## src/rtl/cpu_pkg.sv

```systemverilog
// Shared CPU definitions: datapath widths and the fetch-stage state encoding.
package cpu_pkg;

    localparam int ADDR_W      = 64;
    localparam int INSTR_W     = 32;
    localparam int INSTR_BYTES = 4;

    typedef enum logic {
        RUN  = 1'b0,
        HALT = 1'b1
    } fetch_state_t;

endpackage

```

## src/rtl/ifid_register.sv

```systemverilog
// IF/ID pipeline register: captures a fetched word and its PC.
// A flush turns the slot into a bubble and wins over a simultaneous load.
module ifid_register
    import cpu_pkg::*;
(
    input  logic               clk,
    input  logic               rst,
    input  logic               load,
    input  logic               flush,
    input  logic [ADDR_W-1:0]  capture_pc,
    input  logic [INSTR_W-1:0] capture_instruction,
    output logic [ADDR_W-1:0]  pc,
    output logic [INSTR_W-1:0] instruction,
    output logic               valid
);

    logic [ADDR_W-1:0]  pc_reg;
    logic [INSTR_W-1:0] instruction_reg;
    logic               valid_reg;

    always_ff @(posedge clk) begin
        if (rst) begin
            pc_reg          <= '0;
            instruction_reg <= '0;
            valid_reg       <= 1'b0;
        end else if (flush) begin
            // Payload fields are left as-is; only the valid bit matters downstream.
            valid_reg <= 1'b0;
        end else if (load) begin
            pc_reg          <= capture_pc;
            instruction_reg <= capture_instruction;
            valid_reg       <= 1'b1;
        end
    end

    assign pc          = pc_reg;
    assign instruction = instruction_reg;
    assign valid       = valid_reg;

endmodule

```

## src/rtl/instruction_fetch_unit.sv

```systemverilog
// Fetch stage: PC register, RUN/HALT control and IF/ID capture.
// Build option IFETCH_ALIGN_CHECK_EN: misaligned branch targets raise a sticky fault and halt.
module instruction_fetch_unit
    import cpu_pkg::*;
#(
    parameter logic [63:0] RESET_PC = 64'h0,
    parameter int          MEM_SIZE = 256
) (
    input  logic               clk,
    input  logic               rst,
    input  logic               stall,
    input  logic               branch_taken,
    input  logic [ADDR_W-1:0]  branch_target,
    output logic [ADDR_W-1:0]  imem_address,
    input  logic [INSTR_W-1:0] imem_data,
    output logic [ADDR_W-1:0]  ifid_pc,
    output logic [INSTR_W-1:0] ifid_instruction,
    output logic               ifid_valid,
    output logic               halted,
    output logic               fault
);

    localparam logic [ADDR_W:0] MEM_LIMIT = (ADDR_W + 1)'(MEM_SIZE);

    fetch_state_t      state_reg, state_next;
    logic [ADDR_W-1:0] pc_reg, pc_next;
    logic              load, flush;
    logic              past_end;

    // Compare one bit wider so a PC near the top of the address space cannot wrap past the limit.
    assign past_end = ({1'b0, pc_reg} + (ADDR_W + 1)'(INSTR_BYTES)) > MEM_LIMIT;

`ifdef IFETCH_ALIGN_CHECK_EN
    logic fault_reg, fault_next;
`endif

    always_comb begin
        state_next = state_reg;
        pc_next    = pc_reg;
        load       = 1'b0;
        flush      = 1'b0;
`ifdef IFETCH_ALIGN_CHECK_EN
        fault_next = fault_reg;
`endif
        if (branch_taken) begin
            flush = 1'b1;
`ifdef IFETCH_ALIGN_CHECK_EN
            if (|branch_target[1:0]) begin
                fault_next = 1'b1;
                state_next = HALT;
            end else begin
                pc_next    = branch_target;
                state_next = RUN;
            end
`else
            pc_next    = branch_target & ~64'd3;
            state_next = RUN;
`endif
        end else if (state_reg == RUN) begin
            // Halt wins over stall so a stalled pipeline still notices the end of memory.
            if (past_end) begin
                state_next = HALT;
                flush      = 1'b1;
            end else if (!stall) begin
                load    = 1'b1;
                pc_next = pc_reg + ADDR_W'(INSTR_BYTES);
            end
        end
    end

    always_ff @(posedge clk) begin
        if (rst) begin
            state_reg <= RUN;
            pc_reg    <= RESET_PC;
        end else begin
            state_reg <= state_next;
            pc_reg    <= pc_next;
        end
    end

`ifdef IFETCH_ALIGN_CHECK_EN
    always_ff @(posedge clk) begin
        if (rst) begin
            fault_reg <= 1'b0;
        end else begin
            fault_reg <= fault_next;
        end
    end
    assign fault = fault_reg;
`else
    assign fault = 1'b0;
`endif

    ifid_register u_ifid (
        .clk                 (clk),
        .rst                 (rst),
        .load                (load),
        .flush               (flush),
        .capture_pc          (pc_reg),
        .capture_instruction (imem_data),
        .pc                  (ifid_pc),
        .instruction         (ifid_instruction),
        .valid               (ifid_valid)
    );

    assign imem_address = pc_reg;
    assign halted       = (state_reg == HALT);

endmodule

```

## config.mk

```make
export PLATFORM = sky130hd
export DESIGN_NAME = instruction_fetch_unit
export DESIGN_NICKNAME = d
export VERILOG_FILES = /design/src/rtl/cpu_pkg.sv /design/src/rtl/ifid_register.sv /design/src/rtl/instruction_fetch_unit.sv
export SDC_FILE = /design/constraint.sdc
export NUM_CORES = 1
export LEC_CHECK = 0
export BUFFER_PORTS_ARGS = -buffer_cell sky130_fd_sc_hd__buf_2
export CORE_ASPECT_RATIO = 0.5
export CORE_UTILIZATION = 50
export CTS_CLUSTER_SIZE = 28
export DETAILED_ROUTE_END_ITERATION = 16
export PLACE_DENSITY_LB_ADDON = 0.25
export SLEW_MARGIN = 40
export SYNTH_ARGS = -nofsm -noshare
export SYNTH_HDL_FRONTEND = slang
export SYNTH_SLANG_ARGS = --single-unit
```

## constraint.sdc

```tcl
create_clock -name clk -period 4.8 [get_ports clk]
set_clock_uncertainty 0.2 [all_clocks]
set_input_delay 0.48 -clock clk [delete_from_list [all_inputs] [get_ports clk]]
set_output_delay 0.48 -clock clk [all_outputs]
set_load 0.005 [all_outputs]
```

==> impl_metrics.yaml <==
run_status:
  run_status: "finished, final reports clean"
die:
  row_count: 30
  die_area_sq_um: 15160
  effective_utilization_at_floorplan: 0.5259
  floorplan.die.height_um: 87.58
  die_width_um: 173.2
  coreArea_sq_um: 13930
  pin_count: 263
detailed_routing:
  postRouteWirelength_um: 19180
  drt-initial-drc-count: 521
  detail_route.first_pass.iterations: 6
  dr_total_vias: 6742
  detail-route-antenna-nets: 0
  drc: 0
  drt-wirelength-per-cell_um: 15.94
  post_drt_via_cell_ratio: 5.604
placed_design:
  post_place_setup_slack_ns: 0.4837
  io_buffer_count: 255
  weighted_congestion_at_the_end_of_routability_driven_global_placement: 0.9063
  hpwl_reported_at_the_end_of_detailed_placement_um: 13670
  placedInstanceArea_sq_um: 8641
clock_tree:
  cts_made_buffers: 17
  cts_root_buf: "sky130_fd_sc_hd__clkbuf_16"
  worstSkewPairLatency_ns: 0.41
  post_cts_resize_count: 0
  clock_tree.buffer_depth: 2
  numClockSinks: 158
  cts_setup_buffers: 0
  cts_hold_fix_bufs: 0
  clock_slew_seen_by_the_registers_of_the_worst_setup_and_hold_paths_ns: 0.07
  cts_tree: "built"
  cts.htree.levels: 4
synthesis:
  cells_after_synth: 783
  syn_area_per_cell_sq_um: 9.353
  yosysSeqAreaShare: 0.4319
  async_reset_ff_frac: 0
  postSynthRegisterBits: 158
  most_common_flop_cell_mapped_by_yosys: "sky130_fd_sc_hd__dfxtp_1"
  yosys_warnings: 0
  synthDistinctLibCells: 61
  post_synth_edffs: 0
  netlist_area_sq_um: 7323
worst_setup_path:
  critical_path.top_delay_family: "simple AND/OR/NAND/NOR gates"
  worstSetupStartpointType: "register"
  worst_setup_path_end_kind: "register"
  worst_path_largest_cell_delay_ns: 0.72
  timing.critical_path.cells: "nand2_1 -> or4_1 -> nor4_1 -> xnor2_1 -> nand4_1 -> or4_1 -> nor3_1 -> a21oi_4 -> buf_4 -> a22o_1"
  critPathSlowestCell: "sky130_fd_sc_hd__or4_1"
  arr_time_crit_path_ns: 4.55
  worstPathMaxFanout: 55
  cell_seen_most_often_among_critical_path_stages: "sky130_fd_sc_hd__or4_1"
  worst_ep_required_time_ns: 4.90
  worstPathBufferInverterCount: 1
  critPathKind: "register to register"
timing:
  grt_setup_unrepaired: "no"
  final-hold-violation-count: 0
  worst_hold_slack_ns: 0.07303
  worst_slew_margin_rel: 0.5216
  post-route-min-period_ns: 4.451
  totalNegativeSetupSlack_ns: 0
  maxSlewViolCount: 0
  finalCritPeriodShare: 0.9272
  setup_ws_ns: 0.3495
  slew_at_the_pin_closest_to_its_max_slew_limit_ns: 0.7176
  setup_violations: 0
  fmax_mhz: 224.7
power_and_ir_drop:
  power.static_leakage_nw: 3.878
  power_per_cell_area_nw_per_um2: 322.1
  worst_ir_drop_vdd_mv: 0.2591
global_route:
  pin_count_of_the_biggest_net_entering_global_routing: 95
  track_usage: 0.2488
  number_of_antenna_violations_at_the_first_check_in_global_routing: 0
  grt_overflow: 0
  grt_pass1_wl_um: 30710
  grt_pass1_vias: 6062
hold_path:
  hold_path_class: "input port to register"
cells_and_area:
  antennaDiodeCount: 0
  stdcell_area_sq_um: 9234
  drive_above_1_share: 0.3155
  layout-area-overhead-vs-synth_pct: 26.09
  final_core_utilization: 0.6631
  layout.nets: 1100
run:
  timing.max_cap.violations: 0
==> per-stage QoR <==
step / power, mW / instances
detailed placement: 1.681 / 1171
global placement: 1.669 / 1169
finish: 2.975 / 1203
floorplan: 1.570 / 787
CTS: 3.000 / 1203
global route: 3.091 / 1203
==> layer usage <==
metal | up-vias | track usage | part of all wire
li1 | 3301 | - | -
met1 | 3126 | 0.3353 | 0.46
met2 | 293 | 0.4109 | 0.47
met3 | 22 | 0.04905 | 0.065
met4 | 0 | 0.07241 | 0.012
met5 | - | 0 | 0
==> cell usage in the layout, fill, tap and decap left out, types with 5 or more instances in the layout <==
master / n
sky130_fd_sc_hd__a211oi_1: 7
sky130_fd_sc_hd__mux2i_1: 41
sky130_fd_sc_hd__inv_1: 16
sky130_fd_sc_hd__nand2b_1: 78
sky130_fd_sc_hd__conb_1: 5
sky130_fd_sc_hd__or2_2: 6
sky130_fd_sc_hd__dfxtp_1: 158
sky130_fd_sc_hd__xor2_1: 7
sky130_fd_sc_hd__xnor2_1: 17
sky130_fd_sc_hd__clkbuf_16: 17
sky130_fd_sc_hd__nor3b_1: 55
sky130_fd_sc_hd__nor2_1: 25
sky130_fd_sc_hd__nand3_1: 21
sky130_fd_sc_hd__buf_2: 254
sky130_fd_sc_hd__a22o_1: 56
sky130_fd_sc_hd__nand4_1: 46
sky130_fd_sc_hd__nand2_1: 30
sky130_fd_sc_hd__o21ai_0: 8
sky130_fd_sc_hd__buf_4: 9
sky130_fd_sc_hd__nor3_1: 23
sky130_fd_sc_hd__and4_1: 8
sky130_fd_sc_hd__a31oi_1: 5
sky130_fd_sc_hd__nor4_1: 18
sky130_fd_sc_hd__and3_1: 10
sky130_fd_sc_hd__a21oi_1: 8
sky130_fd_sc_hd__and2_1: 5
==> cell families after synthesis <==
logic type | share of synthesized area
AOI/OAI and AO/OA | 0.1346
and+or+nand+nor | 0.2811
buffers and inverters | 0.05758
muxes | 0.06219
other | 0.0005121
DFF | 0.4319
xor gates and xnor gates | 0.02870
adders and majority gates | 0.003417
==> power breakdown <==
part	switching [mW]	internal, mW	leakage [nW]
Clock	0.619	0.700	0.291
Combinational	0.113	0.130	2.30
Sequential	0.0701	1.34	1.29
Total	0.802	2.17	3.88
==> worst register-to-register path: stages (launching register included) <==
cell and delay [ns]:
sky130_fd_sc_hd__dfxtp_1 0.59, sky130_fd_sc_hd__nand2_1 0.32, sky130_fd_sc_hd__or4_1 0.72, sky130_fd_sc_hd__nor4_1 0.44, sky130_fd_sc_hd__xnor2_1 0.17, sky130_fd_sc_hd__nand4_1 0.11
sky130_fd_sc_hd__or4_1 0.61, sky130_fd_sc_hd__nor3_1 0.45, sky130_fd_sc_hd__a21oi_4 0.09, sky130_fd_sc_hd__buf_4 0.31, sky130_fd_sc_hd__a22o_1 0.32
==> cell type report <==
cell class              count  area, sq um
fillers                  1217         4692
multi-input cells         539         3776
flip-flops and latches    158         3163
repair buffers            266         1401
clock buffers              17        425.4
well taps                 192        240.2
clock inverters            15        167.7
inverters                  16        60.06
==> cells in the mapped netlist (5+ instances only) <==
cell type | count | area [sq um]
sky130_fd_sc_hd__o21ai_0 | 8 | 40.04
sky130_fd_sc_hd__xor2_1 | 7 | 61.31
sky130_fd_sc_hd__a31oi_1 | 5 | 31.28
sky130_fd_sc_hd__a211oi_1 | 7 | 52.55
sky130_fd_sc_hd__or2_2 | 6 | 37.54
sky130_fd_sc_hd__nor3b_1 | 55 | 412.9
sky130_fd_sc_hd__nor2_1 | 26 | 97.59
sky130_fd_sc_hd__and3_1 | 10 | 62.56
sky130_fd_sc_hd__buf_4 | 13 | 97.59
sky130_fd_sc_hd__a22o_1 | 56 | 490.5
sky130_fd_sc_hd__nand2_1 | 30 | 112.6
sky130_fd_sc_hd__buf_2 | 15 | 75.07
sky130_fd_sc_hd__nor4_1 | 18 | 112.6
sky130_fd_sc_hd__mux2i_1 | 41 | 410.4
sky130_fd_sc_hd__nand2b_1 | 78 | 488.0
sky130_fd_sc_hd__dfxtp_1 | 158 | 3163
sky130_fd_sc_hd__and4_1 | 8 | 70.07
sky130_fd_sc_hd__a21oi_1 | 9 | 45.04
sky130_fd_sc_hd__inv_1 | 16 | 60.06
sky130_fd_sc_hd__clkbuf_1 | 42 | 157.7
sky130_fd_sc_hd__nand4_1 | 46 | 287.8
sky130_fd_sc_hd__nor3_1 | 23 | 115.1
sky130_fd_sc_hd__nand3_1 | 21 | 105.1
sky130_fd_sc_hd__and2_1 | 5 | 31.28
sky130_fd_sc_hd__xnor2_1 | 17 | 148.9
==> worst paths after layout <==
kind	start	endpoint	slack [ns]	depth (start not counted)
worst min register to register	u_ifid.pc[59]	u_ifid.pc[59]	0.27	1
worst max register to register	imem_address[6]	imem_address[47]	0.35	10
worst min-delay path	branch_target[46]	imem_address[46]	0.07	2
worst max-delay path	imem_address[6]	imem_address[47]	0.35	10
No activity file was read; power rests on OpenSTA's default activity.
